`src/rtl/img_mem_arbiter.sv`:
```
// Shares one single-port image SRAM between a pixel read requester and a write-back requester,
// with bounded back-to-back grants per side and PAD_VALUE returned for out-of-image reads.
module img_mem_arbiter #(
  parameter int                  ADDR_W    = 32,
  parameter int                  DATA_W    = 24,
  parameter int                  SIZE      = 16384,
  parameter logic [DATA_W-1:0]   PAD_VALUE = '0,
  parameter int                  MAX_BURST = 4
) (
  input  logic              clk,
  input  logic              rst,
  input  logic              rd_req,
  input  logic [ADDR_W-1:0] rd_addr,
  output logic              rd_gnt,
  output logic              rd_rvalid,
  output logic [DATA_W-1:0] rd_rdata,
  input  logic              wr_req,
  input  logic [ADDR_W-1:0] wr_addr,
  input  logic [DATA_W-1:0] wr_data,
  output logic              wr_gnt,
  output logic              mem_en,
  output logic              mem_we,
  output logic [ADDR_W-1:0] mem_addr,
  output logic [DATA_W-1:0] mem_wdata,
  input  logic [DATA_W-1:0] mem_rdata,
  output logic              err_oob
);

  localparam int                CNT_W  = $clog2(MAX_BURST + 1);
  localparam logic [ADDR_W-1:0] SIZE_A = ADDR_W'(SIZE);
  localparam logic [CNT_W-1:0]  MAX_C  = CNT_W'(MAX_BURST);
  localparam logic [CNT_W-1:0]  ONE_C  = CNT_W'(1);

  typedef enum logic {OWN_RD = 1'b0, OWN_WR = 1'b1} owner_e;

  owner_e            owner_q, owner_d;
  logic [CNT_W-1:0]  cnt_q, cnt_d;
  logic              rd_pend_q, rd_pend_d;
  logic              rd_pad_q, rd_pad_d;
  logic [DATA_W-1:0] rdata_q, rdata_d;
  logic              err_q, err_d;

  logic              rd_oob, wr_oob, burst_ok;
  logic              gnt_rd, gnt_wr;
  owner_e            gnt_side;
  logic [DATA_W-1:0] rdata_sel;

  always_comb begin
    owner_d   = owner_q;
    cnt_d     = cnt_q;
    rd_pend_d = 1'b0;
    rd_pad_d  = 1'b0;
    err_d     = err_q;
    gnt_rd    = 1'b0;
    gnt_wr    = 1'b0;
    gnt_side  = OWN_RD;
    mem_en    = 1'b0;
    mem_we    = 1'b0;
    mem_addr  = '0;
    mem_wdata = '0;

    rd_oob   = (rd_addr >= SIZE_A);
    wr_oob   = (wr_addr >= SIZE_A);
    burst_ok = (cnt_q < MAX_C);

    // Under contention the current owner keeps the port until its burst budget runs out.
    if (!rst) begin
      if (rd_req && wr_req) begin
        gnt_rd = (owner_q == OWN_RD) ? burst_ok : !burst_ok;
        gnt_wr = !gnt_rd;
      end else begin
        gnt_rd = rd_req;
        gnt_wr = wr_req;
      end
    end

    if (gnt_rd || gnt_wr) begin
      gnt_side = gnt_wr ? OWN_WR : OWN_RD;
      if (gnt_side == owner_q) begin
        cnt_d = burst_ok ? cnt_q + ONE_C : cnt_q;
      end else begin
        owner_d = gnt_side;
        cnt_d   = ONE_C;
      end
    end else begin
      cnt_d = '0;
    end

    if (gnt_rd) begin
      rd_pend_d = 1'b1;
      rd_pad_d  = rd_oob;
      if (!rd_oob) begin
        mem_en   = 1'b1;
        mem_addr = rd_addr;
      end
    end

    if (gnt_wr) begin
      if (wr_oob) begin
        err_d = 1'b1;
      end else begin
        mem_en    = 1'b1;
        mem_we    = 1'b1;
        mem_addr  = wr_addr;
        mem_wdata = wr_data;
      end
    end

    // SRAM data arrives in the cycle after the access, so it is forwarded straight through
    // and captured for the hold value.
    rdata_sel = rd_pend_q ? (rd_pad_q ? PAD_VALUE : mem_rdata) : rdata_q;
    rdata_d   = rdata_sel;
  end

  assign rd_gnt    = gnt_rd;
  assign wr_gnt    = gnt_wr;
  assign rd_rvalid = rd_pend_q & ~rst;
  assign rd_rdata  = rst ? '0 : rdata_sel;
  assign err_oob   = err_q & ~rst;

  always_ff @(posedge clk) begin
    if (rst) begin
      owner_q   <= OWN_RD;
      cnt_q     <= '0;
      rd_pend_q <= 1'b0;
      rd_pad_q  <= 1'b0;
      rdata_q   <= '0;
      err_q     <= 1'b0;
    end else begin
      owner_q   <= owner_d;
      cnt_q     <= cnt_d;
      rd_pend_q <= rd_pend_d;
      rd_pad_q  <= rd_pad_d;
      rdata_q   <= rdata_d;
      err_q     <= err_d;
    end
  end

endmodule

```
`config.mk`:
```
export PLATFORM = sky130hd
export DESIGN_NAME = img_mem_arbiter
export DESIGN_NICKNAME = d
export VERILOG_FILES = /design/src/rtl/img_mem_arbiter.sv
export SDC_FILE = /design/constraint.sdc
export NUM_CORES = 1
export LEC_CHECK = 0
export ABC_AREA = 0
export CORE_ASPECT_RATIO = 1.5
export CORE_MARGIN = 4
export CORE_UTILIZATION = 30
export DETAILED_ROUTE_END_ITERATION = 8
export GPL_TIMING_DRIVEN = 1
export PLACE_DENSITY = 0.87
export SETUP_SLACK_MARGIN = 0.15
export SYNTH_ARGS = -nofsm -noshare
export SYNTH_HDL_FRONTEND = slang
export SYNTH_SLANG_ARGS = --single-unit
```
`constraint.sdc`:
```
create_clock -name clk -period 3.8 [get_ports clk]
set_input_delay 0.76 -clock clk [delete_from_list [all_inputs] [get_ports clk]]
set_output_delay 0.76 -clock clk [all_outputs]
set_load 0.01 [all_outputs]
```
Word level (Yosys, flattened, before mapping)

Cells that the tools add are included.

Bits in read-only memories: 0
Word-level logic and storage cells: 52
Register bits after elaboration: 31
Memories kept: 0
Bits in latches: 0
RAM bits: 0
Input bits: 116

Add/subtract/negate cells: 1
Bitwise operators: 6
Div/mod/pow operators: 0
Shift operators: 0
$mul: 0
Reductions and logical operators: 9
Order comparisons: 3
Eq/ne operators: 2
Multiplexer cells: 24

Operators with widths:

| cell                   | count |
|---|---|
| $mux W32               | 4 |
| $mux W24               | 5 |
| $ge A32 B15 Y1 const B | 2 |
| $mux W1                | 15 |
| $not A1 Y1             | 4 |
| $reduce_and A2 Y1      | 2 |
| $reduce_or A2 Y1       | 2 |
| $add A3 B1 Y3 const B  | 1 |
| $lt A3 B3 Y1 const B   | 1 |
| $reduce_or A3 Y1       | 1 |
| $and A1 B1 Y1          | 2 |
| $logic_not A1 Y1       | 2 |
| $ne A2 B2 Y1 const B   | 1 |
| $eq A1 B1 Y1           | 1 |
| $logic_and A1 B1 Y1    | 1 |
| $logic_or A1 B1 Y1     | 1 |

Depth between registers and ports, before layout

Depth after elaboration: 10
Gate-level depth with buffers: 6

Worst setup path after synthesis

No wires, ideal clock.

Path kind: input-to-output
Start: input wr_addr[21]
End: output mem_wdata[15]
Cell stages on the path: 4
Path slack: 0.922 ns
Arrival: 2.118 ns
Path buffers: 1
Path through: or4_4 a2111oi_4 buf_6 and2_2

Cells in the longest elaborated chain, start to end: 3

Ends and longest elaborated chain:

| item               | RTL line | RTL |
|---|---|---|
| start: declaration | 18       | `input logic [ADDR_W-1:0] wr_addr,` |
| $ge A32 B15 Y1     | 63       | `wr_oob = (wr_addr >= SIZE_A);` |
| $mux W24           | 99       | `if (wr_oob) begin` |
| $mux W24           | 98       | `if (gnt_wr) begin` |
| end: declaration   | 24       | `output logic [DATA_W-1:0] mem_wdata,` |

Every way passes these cells.

Final worst setup path

Start: input wr_addr[31]
End: output mem_wdata[22]

The elaborated chain is that of the path after synthesis.

==> results.py <==
metrics = {
    "run_status": {
        "status": "finished, final reports clean",
    },
    "timing": {
        "fmax_ghz": 0.267,
        "period_minus_slack_ns": 3.75,
        "grt_setup_unrepaired": "yes",
        "clock-skew-final_ns": 0.0105,
        "report.final.slew_viol_count": 0,
        "fin_ws_ns": 0.0524,
        "hold_viol": 0,
        "hold-worst-slack_ns": 0.484,
        "setup_viol": 0,
        "post-route-period-util_pct": 98.6,
    },
    "worst_setup_path": {
        "worstPathArrival_ns": 2.99,
        "crit_required_ns": 3.04,
        "critPathMaxFanout": 13,
        "crit_type": "input pin to output port",
        "crit_top_cell": "clkdlybuf4s50_1",
        "critPathBufInv": 4,
        "slowest_stage": "clkdlybuf4s50_1",
        "worstPathCellList": "clkdlybuf4s50_1, nor4_1, nand4_1, a2111oi_4, buf_4, buf_12, and2_2, clkdlybuf4s50_1",
        "worstSetupEndpointType": "output port",
        "critPathLaunchType": "input pin",
        "path_delay_family": "buffers and inverters",
        "max_stage_delay_ns": 0.54,
    },
    "place": {
        "dp_slack_ns": 0.0292,
        "post_dp_cell_area_um2": 3780,
        "globalplace.congestion": 0.804,
        "dpl.hpwl_um": 7120,
        "io_buffer_count": 183,
    },
    "clock_network": {
        "clk_latency_ns": 0.28,
        "clk_pin_slew_ns": 0.07,
        "hold_buffers": 0,
        "cts_buffers": 5,
        "cts.root.buffer_cell": "clkbuf_8",
        "htree_levels": 2,
        "clock_sinks": 31,
        "cts_tree": "yes",
        "clockBufferDepth": 2,
    },
    "global_routing": {
        "grt_overflow_total": 0,
        "grt_pass1_vias": 2526,
        "grt_start_max_net_pins": 27,
        "grt_usage_pct": 21.7,
        "antenna_found_initial": 1,
        "grt_pass1_wl_um": 12900,
    },
    "routing": {
        "vias": 2338,
        "wirelength_um": 8750,
        "wire_per_inst_um": 17.6,
        "drc_errors": 0,
        "antenna_left": 0,
        "drtIter0Drc": 50,
        "first_pass_iters": 4,
        "viasPerCell": 4.70,
    },
    "synthesis": {
        "ys_warn_count": 0,
        "yosysTopAreaCellShare_pct": 32.2,
        "synth.area.top_cells": "dfxtp_1, nor2b_1, and2_1",
        "synth-seq-cells": 31,
        "yosys.area.top_type": "dfxtp_1",
        "synth_area_um2": 1930,
        "synthArstFlopShare_pct": 0,
        "ys_seq_area_share_pct": 32.2,
        "avgSynthCellArea_um2": 8.23,
        "synth_cell_types": 34,
        "synth_edf_count": 0,
        "syn_inst": 234,
        "synthFlopType": "dfxtp_1",
    },
    "floorplanning": {
        "die_w_um": 73.4,
        "rows": 35,
        "die_area_um2": 7790,
        "num_io_pins": 202,
        "die_h_um": 106,
        "start_util_pct": 31.2,
        "core_um2": 6170,
    },
    "final_layout": {
        "final_area_um2": 4060,
        "drive_gt1_share_pct": 9.69,
        "syn_to_final_growth_pct": 111,
        "antenna_cells": 0,
        "nets": 539,
    },
    "pwr": {
        "pwr_density_cell_nw_per_um2": 226,
        "p_leak_nw": 2.14,
        "peakVddDrop_v": 0.000155,
    },
    "run": {
        "drv_cap": 0,
    },
    "hold_path": {
        "hp-class": "register to register",
    },
}
## cell families after synthesis
| group | count (synthesis) | synth area share [%] |
|---|---|---|
| fa+ha+maj | 1 | 0.650 |
| flops | 31 | 32.2 |
| buf+inv | 34 | 11.2 |
| simple gates | 116 | 35.3 |
| compound gates | 48 | 17.9 |
| xor+xnor | 1 | 1.43 |
| mux | 2 | 1.04 |
| other cells | 1 | 0.195 |
## final timing paths
kind                            cells past startpoint  slack [ns]         from            end
worst max register to register                      5        2.32     cnt_q[2]       rd_pad_q
worst min-delay path                                2        0.48  rdata_q[22]    rdata_q[22]
worst max-delay path                                8        0.05  wr_addr[31]  mem_wdata[22]
worst min register to register                      2        0.48  rdata_q[22]    rdata_q[22]
## where the power goes
group	switching [mW]	internal [mW]	total (mW)	leakage [nW]
Combinational	0.0829	0.153	0.236	1.82
Sequential	0.00640	0.340	0.347	0.253
Clock	0.120	0.212	0.332	0.0612
## cell type report
type	instances	area, um^2
multi-input combinational	186	1160
sequential	31	621
timing repair buffer	196	2060
fill	498	2120
inverter	2	7.51
tap	74	92.6
clock buffer	6	82.6
clock inverter	2	35.0
## metal layers
metal,vias up,routed length (um),global-route usage (%)
li1,1139,-,-
met1,1034,3350,25.4
met2,149,4180,36.1
met3,14,1030,8.42
met4,2,175,6.09
met5,-,11,0
## cell usage in the layout (no fill, tap or decap), types with 2 or more instances in the layout
| cell | synthesis | routed |
|---|---|---|
| clkdlybuf4s50_1 | 0 | 150 |
| dlymetal6s2s_1 | 0 | 33 |
| dfxtp_1 | 31 | 31 |
| nor2_1 | 30 | 30 |
| nor2b_1 | 28 | 28 |
| a21oi_1 | 25 | 25 |
| and2_1 | 23 | 23 |
| conb_1 | 1 | 18 |
| a32o_1 | 14 | 14 |
| and2_2 | 14 | 14 |
| buf_4 | 18 | 9 |
| nor4_1 | 7 | 6 |
| clkbuf_8 | 0 | 6 |
| o21ai_0 | 4 | 4 |
| nand2b_1 | 3 | 3 |
| inv_1 | 2 | 2 |
| nand4_1 | 2 | 2 |
| mux2i_1 | 2 | 2 |
| nor3b_1 | 2 | 2 |
| buf_12 | 0 | 2 |
## Yosys cell counts, drive strengths merged (3+ instances only)
cell type and count:
and2 38, nor2 30, nor2b 28, nand2b 3, dfxtp 31, clkbuf 6, a21oi 25, o21ai 4
buf 26, nor4 7, nor3b 3, a32o 14
## flip-flops by register name, indices dropped and copies added (netlist names)
register	count
cnt_q	3
err_q	1
owner_q	1
rd_pad_q	1
rd_pend_q	1
rdata_q	24
## worst register-to-register path, cell delays in order, from the launching register on
cell,delay (ns)
dfxtp_1,0.57
xnor2_4,0.19
nor2_1,0.09
nor3b_2,0.15
buf_4,0.23
nor2b_1,0.17
## metrics by stage
stage | TNS [ns] | std cells | total power, mW | util [%]
final | 0 | 497 | 0.915 | 65.7
after global routing | -0.0593 | 497 | 0.963 | 65.7
after CTS | 0 | 493 | 0.926 | 63.2
after detailed placement | 0 | 485 | 0.588 | 61.3
after global placement | 0 | 485 | 0.583 | 61.3
after floorplan | 0 | 251 | 0.437 | -
## timing repair
item	CTS	global route
pin swaps	0	2
setup buffers	0	3
gates cloned	0	1
setup endpoints to repair	25	34
resized for setup	0	35
endpoints found under the hold margin	0	0
No activity file was read; power rests on OpenSTA's default activity.
